File: config.mk
export PLATFORM = sky130hd
export DESIGN_NAME = talk_sequencer
export DESIGN_NICKNAME = d
export VERILOG_FILES = /design/src/rtl/talk_sequencer.sv
export SDC_FILE = /design/constraint.sdc
export NUM_CORES = 1
export LEC_CHECK = 0
export CORE_MARGIN = 2
export CORE_UTILIZATION = 28
export CTS_BUF_LIST = sky130_fd_sc_hd__clkbuf_8
export CTS_CLUSTER_DIAMETER = 150
export CTS_CLUSTER_SIZE = 16
export DETAILED_ROUTE_END_ITERATION = 10
export GPL_ROUTABILITY_DRIVEN = 0
export PLACE_DENSITY_LB_ADDON = 0.12
export SYNTH_ARGS = -nofsm -noshare
export SYNTH_HDL_FRONTEND = slang
export SYNTH_SLANG_ARGS = --single-unit
export TNS_END_PERCENT = 50
File: constraint.sdc
create_clock -name clk -period 6.6 [get_ports clk]
set_input_delay 1.32 -clock clk [delete_from_list [all_inputs] [get_ports clk]]
set_output_delay 1.32 -clock clk [all_outputs]
set_load 0.05 [all_outputs]
File: src/rtl/talk_sequencer.sv
// Speaks one signed 8-bit result as "minus" plus decimal digits,
// one word per start_talk/talk_done handshake, with a watchdog.
module talk_sequencer #(
  parameter logic [7:0] WORD_DIGIT_BASE = 8'h00,
  parameter logic [7:0] WORD_MINUS = 8'h0B,
  parameter int TIMEOUT_CYCLES = 1024
) (
  input  logic       clk,
  input  logic       reset_n,
  input  logic       req_valid,
  input  logic [7:0] req_value,
  output logic       req_ready,
  output logic       start_talk,
  output logic [7:0] word_code,
  input  logic       talk_done,
  output logic       busy,
  output logic       done,
  output logic       timeout_err
);

  localparam int CW = $clog2(TIMEOUT_CYCLES) + 1;
  localparam logic [CW-1:0] CNT_LAST =
    CW'(TIMEOUT_CYCLES - 1);

  typedef enum logic [1:0] {
    IDLE,
    ISSUE,
    WAIT,
    FINISH
  } state_t;

  state_t          state;
  logic [3:0][7:0] words;
  logic [1:0]      idx;
  logic [1:0]      last;
  logic [CW-1:0]   cnt;

  logic [8:0]      sx;
  logic [8:0]      mag;
  logic [8:0]      q10;
  logic [3:0]      hun;
  logic [3:0]      ten;
  logic [3:0]      one;
  logic [3:0][7:0] words_n;
  logic [2:0]      n;
  logic [1:0]      last_n;

  // sign-extend to 9 bits so -128 has a representable magnitude
  assign sx  = {req_value[7], req_value};
  assign mag = sx[8] ? (~sx + 9'd1) : sx;
  assign q10 = mag / 9'd10;
  assign hun = 4'(mag / 9'd100);
  assign ten = 4'(q10 % 9'd10);
  assign one = 4'(mag % 9'd10);

  always_comb begin
    words_n = '0;
    n = 3'd0;
    if (req_value[7]) begin
      words_n[n[1:0]] = WORD_MINUS;
      n = n + 3'd1;
    end
    if (hun != 4'd0) begin
      words_n[n[1:0]] = WORD_DIGIT_BASE + {4'd0, hun};
      n = n + 3'd1;
    end
    if (hun != 4'd0 || ten != 4'd0) begin
      words_n[n[1:0]] = WORD_DIGIT_BASE + {4'd0, ten};
      n = n + 3'd1;
    end
    words_n[n[1:0]] = WORD_DIGIT_BASE + {4'd0, one};
    n = n + 3'd1;
    last_n = 2'(n - 3'd1);
  end

  assign busy      = (state != IDLE);
  assign req_ready = (state == IDLE) && reset_n;

  always_ff @(posedge clk) begin
    if (!reset_n) begin
      state       <= IDLE;
      start_talk  <= 1'b0;
      word_code   <= 8'h00;
      done        <= 1'b0;
      timeout_err <= 1'b0;
      words       <= '0;
      idx         <= 2'd0;
      last        <= 2'd0;
      cnt         <= '0;
    end else begin
      start_talk  <= 1'b0;
      done        <= 1'b0;
      timeout_err <= 1'b0;
      unique case (state)
        IDLE: begin
          if (req_valid && req_ready) begin
            words      <= words_n;
            last       <= last_n;
            idx        <= 2'd0;
            word_code  <= words_n[0];
            start_talk <= 1'b1;
            cnt        <= '0;
            state      <= ISSUE;
          end
        end
        ISSUE: begin
          cnt   <= cnt + 1'b1;
          state <= WAIT;
        end
        WAIT: begin
          // talk_done has priority over the watchdog limit
          if (talk_done) begin
            if (idx == last) begin
              done  <= 1'b1;
              state <= FINISH;
            end else begin
              idx        <= idx + 2'd1;
              word_code  <= words[idx + 2'd1];
              start_talk <= 1'b1;
              cnt        <= '0;
              state      <= ISSUE;
            end
          end else if (cnt == CNT_LAST) begin
            timeout_err <= 1'b1;
            words       <= '0;
            idx         <= 2'd0;
            last        <= 2'd0;
            cnt         <= '0;
            state       <= IDLE;
          end else begin
            cnt <= cnt + 1'b1;
          end
        end
        FINISH: begin
          state <= IDLE;
        end
        default: begin
          state <= IDLE;
        end
      endcase
    end
  end

endmodule
Word level (Yosys, flattened, before mapping)
Index checks and enable logic that the tools add are counted.
- latch bits: 0
- logic and storage cells: 113
- flip-flop bits (word level): 60
- bits of input ports: 12
- ROM bits: 0
- output and inout bits: 13
- bits in writable memories: 0
- memories: 0
- multipliers: 0
- shifts and indexed selects: 0
- multiplexer cells: 49
- div/mod/pow operators: 4
- order comparisons: 7
- equality and inequality tests: 12
- reduce and logical (&&, ||, !) cells: 19
- add/sub/neg operators: 7
- bitwise operators: 3
- operator list (kind ; number):
    32-bit two-way mux ; 5
    32-bit bitwise mux ; 3
    32-bit one-hot mux with 2 select lines ; 1
    8-bit two-way mux ; 7
    8-bit demux with 2-bit select ; 3
    11-bit two-way mux ; 4
    11-bit one-hot mux with 3 select lines ; 1
    2-bit two-way mux ; 11
    9-bit by 4-bit modulo with 9-bit output, second input constant ; 2
    8-bit binary-select mux with 2-bit select ; 1
    8-bit one-hot mux with 2 select lines ; 1
    2-bit by 3-bit less-than comparator with 1-bit output, second input constant ; 4
    4-bit AND reduction ; 3
    11-bit by 1-bit adder with 11-bit output, second input constant ; 1
    11-bit by 10-bit == test with 1-bit output, second input constant ; 1
    9-bit by 1-bit adder with 9-bit output, second input constant ; 1
    9-bit by 4-bit divider with 9-bit output, second input constant ; 1
    9-bit by 7-bit divider with 9-bit output, second input constant ; 1
    9-bit two-way mux ; 1
    9-bit NOT ; 1
    2-bit inequality test, second input constant ; 4
    2-bit one-hot mux with 2 select lines ; 2
    2-bit one-hot mux with 4 select lines ; 1
    4-bit nonzero test ; 2
    21 further kinds ; 39

Logic depth before layout (Yosys ltp)
- depth after elaboration: 15
- mapped depth: 26
- gate-level depth less buffers: 23

Worst setup path before layout
OpenSTA, ideal clock, no wires.
- kind: input -> register
- start point: in req_value[0]
- end point: reg word_code[3]
- required time: 6508 ps
- slack: 157 ps
- arrival: 6350 ps
- buffers on the path: 3
- setup time: 92 ps
- stages: 26
- cells stage by stage: buf_2 > inv_1 > ha_1 > nor3b_2 > o211ai_4 > inv_2 > buf_4 > o31ai_1 > o211ai_1 > nand3_1 > inv_1 > ha_1 > or4_4 > a211oi_2 > o211ai_4 > xnor2_2 > inv_1 > ha_1 > nand4b_1 > o32a_1 > o21a_4 > nor3_4 > buf_6 > mux2i_1 > a211oi_2 > o32ai_1
- word-level cells in the longest chain between the ends: 15
- elaborated cells on any way between the ends: 30
- those cells by class: add/sub (2); div (4); order compare (4); mux (14); bitwise (1); reduce/logical (5)
- ends and longest elaborated chain (element ; line ; text):
    from (decl) ; 11 ; input logic [7:0] req_value,
    9-bit NOT ; 50 ; assign mag = sx[8] ? (~sx + 9'd1) : sx;
    9-bit by 1-bit adder with 9-bit output ; 50 ;
    9-bit two-way mux (*) ; 50 ;
    9-bit by 4-bit divider with 9-bit output / 9-bit by 7-bit divider with 9-bit output (equally long branches) ; 51, 52 ;
    9-bit by 4-bit modulo with 9-bit output / 4-bit nonzero test (equally long branches) ; 53, 63, 67 ;
    4-bit nonzero test / 2-bit two-way mux (equally long branches) ; 67, 63 ;
    1-bit logical OR, or another cell as far along ; 67 ; if (hun != 4'd0 || ten != 4'd0) begin
    2-bit two-way mux / 1-bit logical AND (equally long branches) ; 67, 68 ;
    2-bit by 3-bit less-than comparator with 1-bit output (not written as such), or another cell as far along ; 71 ; words_n[n[1:0]] = WORD_DIGIT_BASE + {4'd0, one};
    1-bit logical AND (not written as such) / 8-bit demux with 2-bit select (equally long branches) ; 71, 68 ;
    8-bit two-way mux (not written as such) / 32-bit bitwise mux (equally long branches) ; 71, 68 ;
    8-bit demux with 2-bit select / 32-bit two-way mux (equally long branches) ; 71, 67 ;
    32-bit bitwise mux (*) ; 71 ;
    8-bit two-way mux (*) ; 96 ; if (req_valid && req_ready) begin
    8-bit one-hot mux with 2 select lines (*) ; 94 ; unique case (state)
    to (signal assigned) ; 100 ; word_code <= words_n[0];
    to (signal assigned) ; 118 ; word_code <= words[idx + 2'd1];
    to (decl) ; 14 ; output logic [7:0] word_code,
Every way passes the cells marked *; elsewhere a longest branch is shown, timed or not. The select of a mux whose other input is x is not followed.
A chain may end at the register's enable or synchronous reset.

Final worst setup path
- start point: in req_value[0]
- end point: reg words[8] (netlist name)
- word-level cells in the longest chain between the ends: 15
- elaborated cells on any way between the ends: 30
- those cells by class: add/sub (2); div (4); order compare (4); mux (14); bitwise (1); reduce/logical (5)
- ends and longest elaborated chain (element ; line ; text):
    9-bit NOT ; 50 ;
    9-bit by 1-bit adder with 9-bit output ; 50 ;
    9-bit two-way mux (*) ; 50 ;
    9-bit by 4-bit divider with 9-bit output / 9-bit by 7-bit divider with 9-bit output (equally long branches) ; 51, 52 ;
    9-bit by 4-bit modulo with 9-bit output / 4-bit nonzero test (equally long branches) ; 53, 63, 67 ;
    4-bit nonzero test / 2-bit two-way mux (equally long branches) ; 67, 63 ;
    1-bit logical OR, or another cell as far along ; 67 ;
    2-bit two-way mux / 1-bit logical AND (equally long branches) ; 67, 68 ;
    2-bit by 3-bit less-than comparator with 1-bit output (not written as such), or another cell as far along ; 71 ;
    1-bit logical AND (not written as such) / 8-bit demux with 2-bit select (equally long branches) ; 71, 68 ;
    8-bit two-way mux (not written as such) / 32-bit bitwise mux (equally long branches) ; 71, 68 ;
    8-bit demux with 2-bit select / 32-bit two-way mux (equally long branches) ; 71, 67 ;
    32-bit bitwise mux (*) ; 71 ;
    32-bit two-way mux (*) ; 96 ;
    32-bit one-hot mux with 2 select lines (*) ; 94 ;
    to (signal assigned) ; 97 ; words <= words_n;
    to (decl) ; 33 ; logic [3:0][7:0] words;
Marks and branches as above.

==> results.yml <==
synth:
  synth_top_area_frac: 0.2198
  synth_warnings: 0
  syn_inst: 445
  synth_area_leader_cell: "dfxtp_1"
  yosysUniqueCellTypes: 85
  ys_seq_area_frac: 0.2198
  synth_area_leaders: "dfxtp_1 22%, ha_1 6.9%, nor2_1 4.4%"
  synth_edf_count: 0
  synthFlopType: "dfxtp_1"
  synth.cell_area_mm2: 0.003643
  synth-seq-cells: 40
  syn_avg_cell_area_um2: 8.188
  ys_async_sr_fraction: 0
clock_tree:
  cts_sinks: 40
  ctsHoldBuffers: 0
  cts_tree: "yes"
  cts_buffers: 5
  cts-resized-gates: 0
  cts-root-buf: "clkbuf_8"
  post_cts_buffers: 0
  insertion_delay_ps: 300
  clkTransAtPathRegs_ps: 80
  cts-htree-levels: 2
  cts_buffer_depth: 2
floorplanning:
  die_x_um: 118.1
  num_io_pins: 25
  chipHeight_um: 118.1
  fp-row-count: 41
  die_area_mm2: 0.01394
  start_util: 0.2875
  core_area_mm2: 0.01267
critical_path:
  worstPathRequired_ps: 6770
  start_kind: "input pin"
  crit_fanout: 5
  rrSetupSlack_ps: 3740
  endpoint_kind: "register"
  critical_path_class: "in2reg"
  critPathArrivalTime_ps: 6490
  worstReg2RegEnd: "cnt[8]"
  reg2reg_depth: 10
  rr_startpoint: "state[0]"
final_layout:
  diodes: 0
  syn_to_final_growth_pct: 21.46
  final_common_cell: "buf_4"
  n_fill_cell: 1368
  drive_gt1_frac: 0.2139
  final_cell_mix: "54 x buf_4, 43 x nor2_1, 40 x dfxtp_1"
  postLayoutCoreUtil: 0.3493
  multi_input_area_mm2: 0.002633
  final_nets: 537
  regArea_um2: 800.8
power:
  ir_drop_uv: 141.1
  power_leakage_uw: 0.001731
  finalPower_uw: 1114
  p_per_area_mw_per_mm2: 251.8
detailed_routing:
  vias: 3462
  ant_nets: 0
  drtPass1Iterations: 4
  wl_per_cell_um: 15.44
  via_per_inst: 5.114
  drc: 0
  drt_iter0_drc: 213
  wl_um: 10450
worst_hold_path:
  holdPathEnd: "words[2]"
  min_path_type: "reg2reg"
  worst_hold_path.num_cells: 2
  hold_path_startpoint: "words[2]"
global_routing:
  grt_max_degree: 17
  first_global_vias: 3303
  grtUsageTotal: 0.1517
  grt_pass1_wl_um: 17270
  grt-ovfl-total: 0
  antenna_found_initial: 0
timing:
  hold_slack_ps: 455.1
  max_slew.worst_pin.slew_ps: 836.6
  relSlewSlack: 0.4406
  setup_viol: 0
  fin_skew_ps: 6.938
  min_period_ps: 6315
  rsz0062_at_grt: "false"
  slew_violations: 0
  min_period_over_period: 0.9568
  finalHoldViolCount: 0
  fmaxAchievable_mhz: 158.3
place:
  dp_hpwl_um: 8359
  port_buffers: 20
status:
  status: "complete, no violations"
flow_run:
  drv_cap: 0
==> worst max-delay path, stage by stage <==
cell and delay (ps):
clkdlybuf4s50_1 470, inv_1 50, ha_1 230, or2_2 290, a311o_1 380, nand2_1 110
o211ai_1 120, nand3_1 130, inv_1 70, ha_1 200, or4_4 570, a211oi_4 290
o211ai_4 110, xnor2_2 150, inv_1 70, ha_1 190, nand4b_1 170, o32a_1 350
o21a_4 230, nor3_4 220, buf_4 190, mux2_4 320, mux2i_1 160, o21ai_1 80
==> layer usage <==
metal | routed length (µm) | part of all wire | track usage | vias to the layer above
met2 | 4625 | 0.44 | 0.2337 | 61
li1 | - | - | - | 1753
met1 | 5310 | 0.51 | 0.2235 | 1642
met4 | 71 | 0.0068 | 0.02560 | 0
met3 | 443 | 0.042 | 0.02471 | 6
met5 | 0 | 0 | 0 | -
==> synthesized netlist by cell type, drive strengths merged, types with 7 or more instances <==
cell    number
a21oi       25
a22oi        7
a31oi        8
buf         15
clkbuf       9
dfxtp       40
ha          20
inv         25
mux2i       10
nand2       39
nand2b       7
nand3       18
nor2        45
nor2b        8
nor3        13
o211ai       8
o21ai       27
xnor2       12
xor2         7
==> cell families after synthesis <==
logic type	synth area share
flip-flops	0.2198
AO/OA/AOI/OAI	0.2799
AND/OR/NAND/NOR	0.2442
XOR/XNOR	0.04979
multiplexers	0.07280
other	0.001029
adder cells (fa/ha/maj)	0.06868
buffers and inverters	0.06387
==> registers in the layout, indices dropped and copies added, names as in the netlist, 2 cells and up <==
signal,count
last,2
words,16
word_code,4
idx,2
state,2
cnt,11
==> worst max path at each step <==
stage                 startpoint            to  slack, ps  depth (start not counted)
CTS                 req_value[0]     words[25]         90                         25
floorplan           req_value[0]  word_code[3]        160                         26
finish              req_value[0]      words[8]        280                         24
global route        req_value[1]      words[8]         10                         24
global placement    req_value[0]     words[25]       -200                         26
detailed placement  req_value[0]     words[25]       -210                         25
==> report_power, final <==
part           total (µW)  switching (µW)  internal (µW)
Clock                 154            83.8           70.4
Sequential            316            30.1            286
Combinational         644             383            261
Total                1110             497            618
==> cell type report <==
class                   instances  area share
clock buffers                   5     0.01555
flip-flops and latches         40      0.1809
multi-input cells             359      0.5949
clock inverters                 2    0.001979
repair buffers                 74      0.1368
well taps                     172     0.04863
inverters                      25     0.02120
==> metrics by stage <==
step	cells	TNS (ps)	instance area, µm²	worst slack, ps
6_report	677	0	4425	284.8
5_1_grt	677	0	4425	10.67
4_1_cts	677	0	4414	93.81
3_5_place_dp	670	-1149	4337	-208.4
3_3_place_gp	670	-528.7	4337	-197.8
2_1_floorplan	448	0	3655	157.3
No activity file was read; power rests on OpenSTA's default activity.
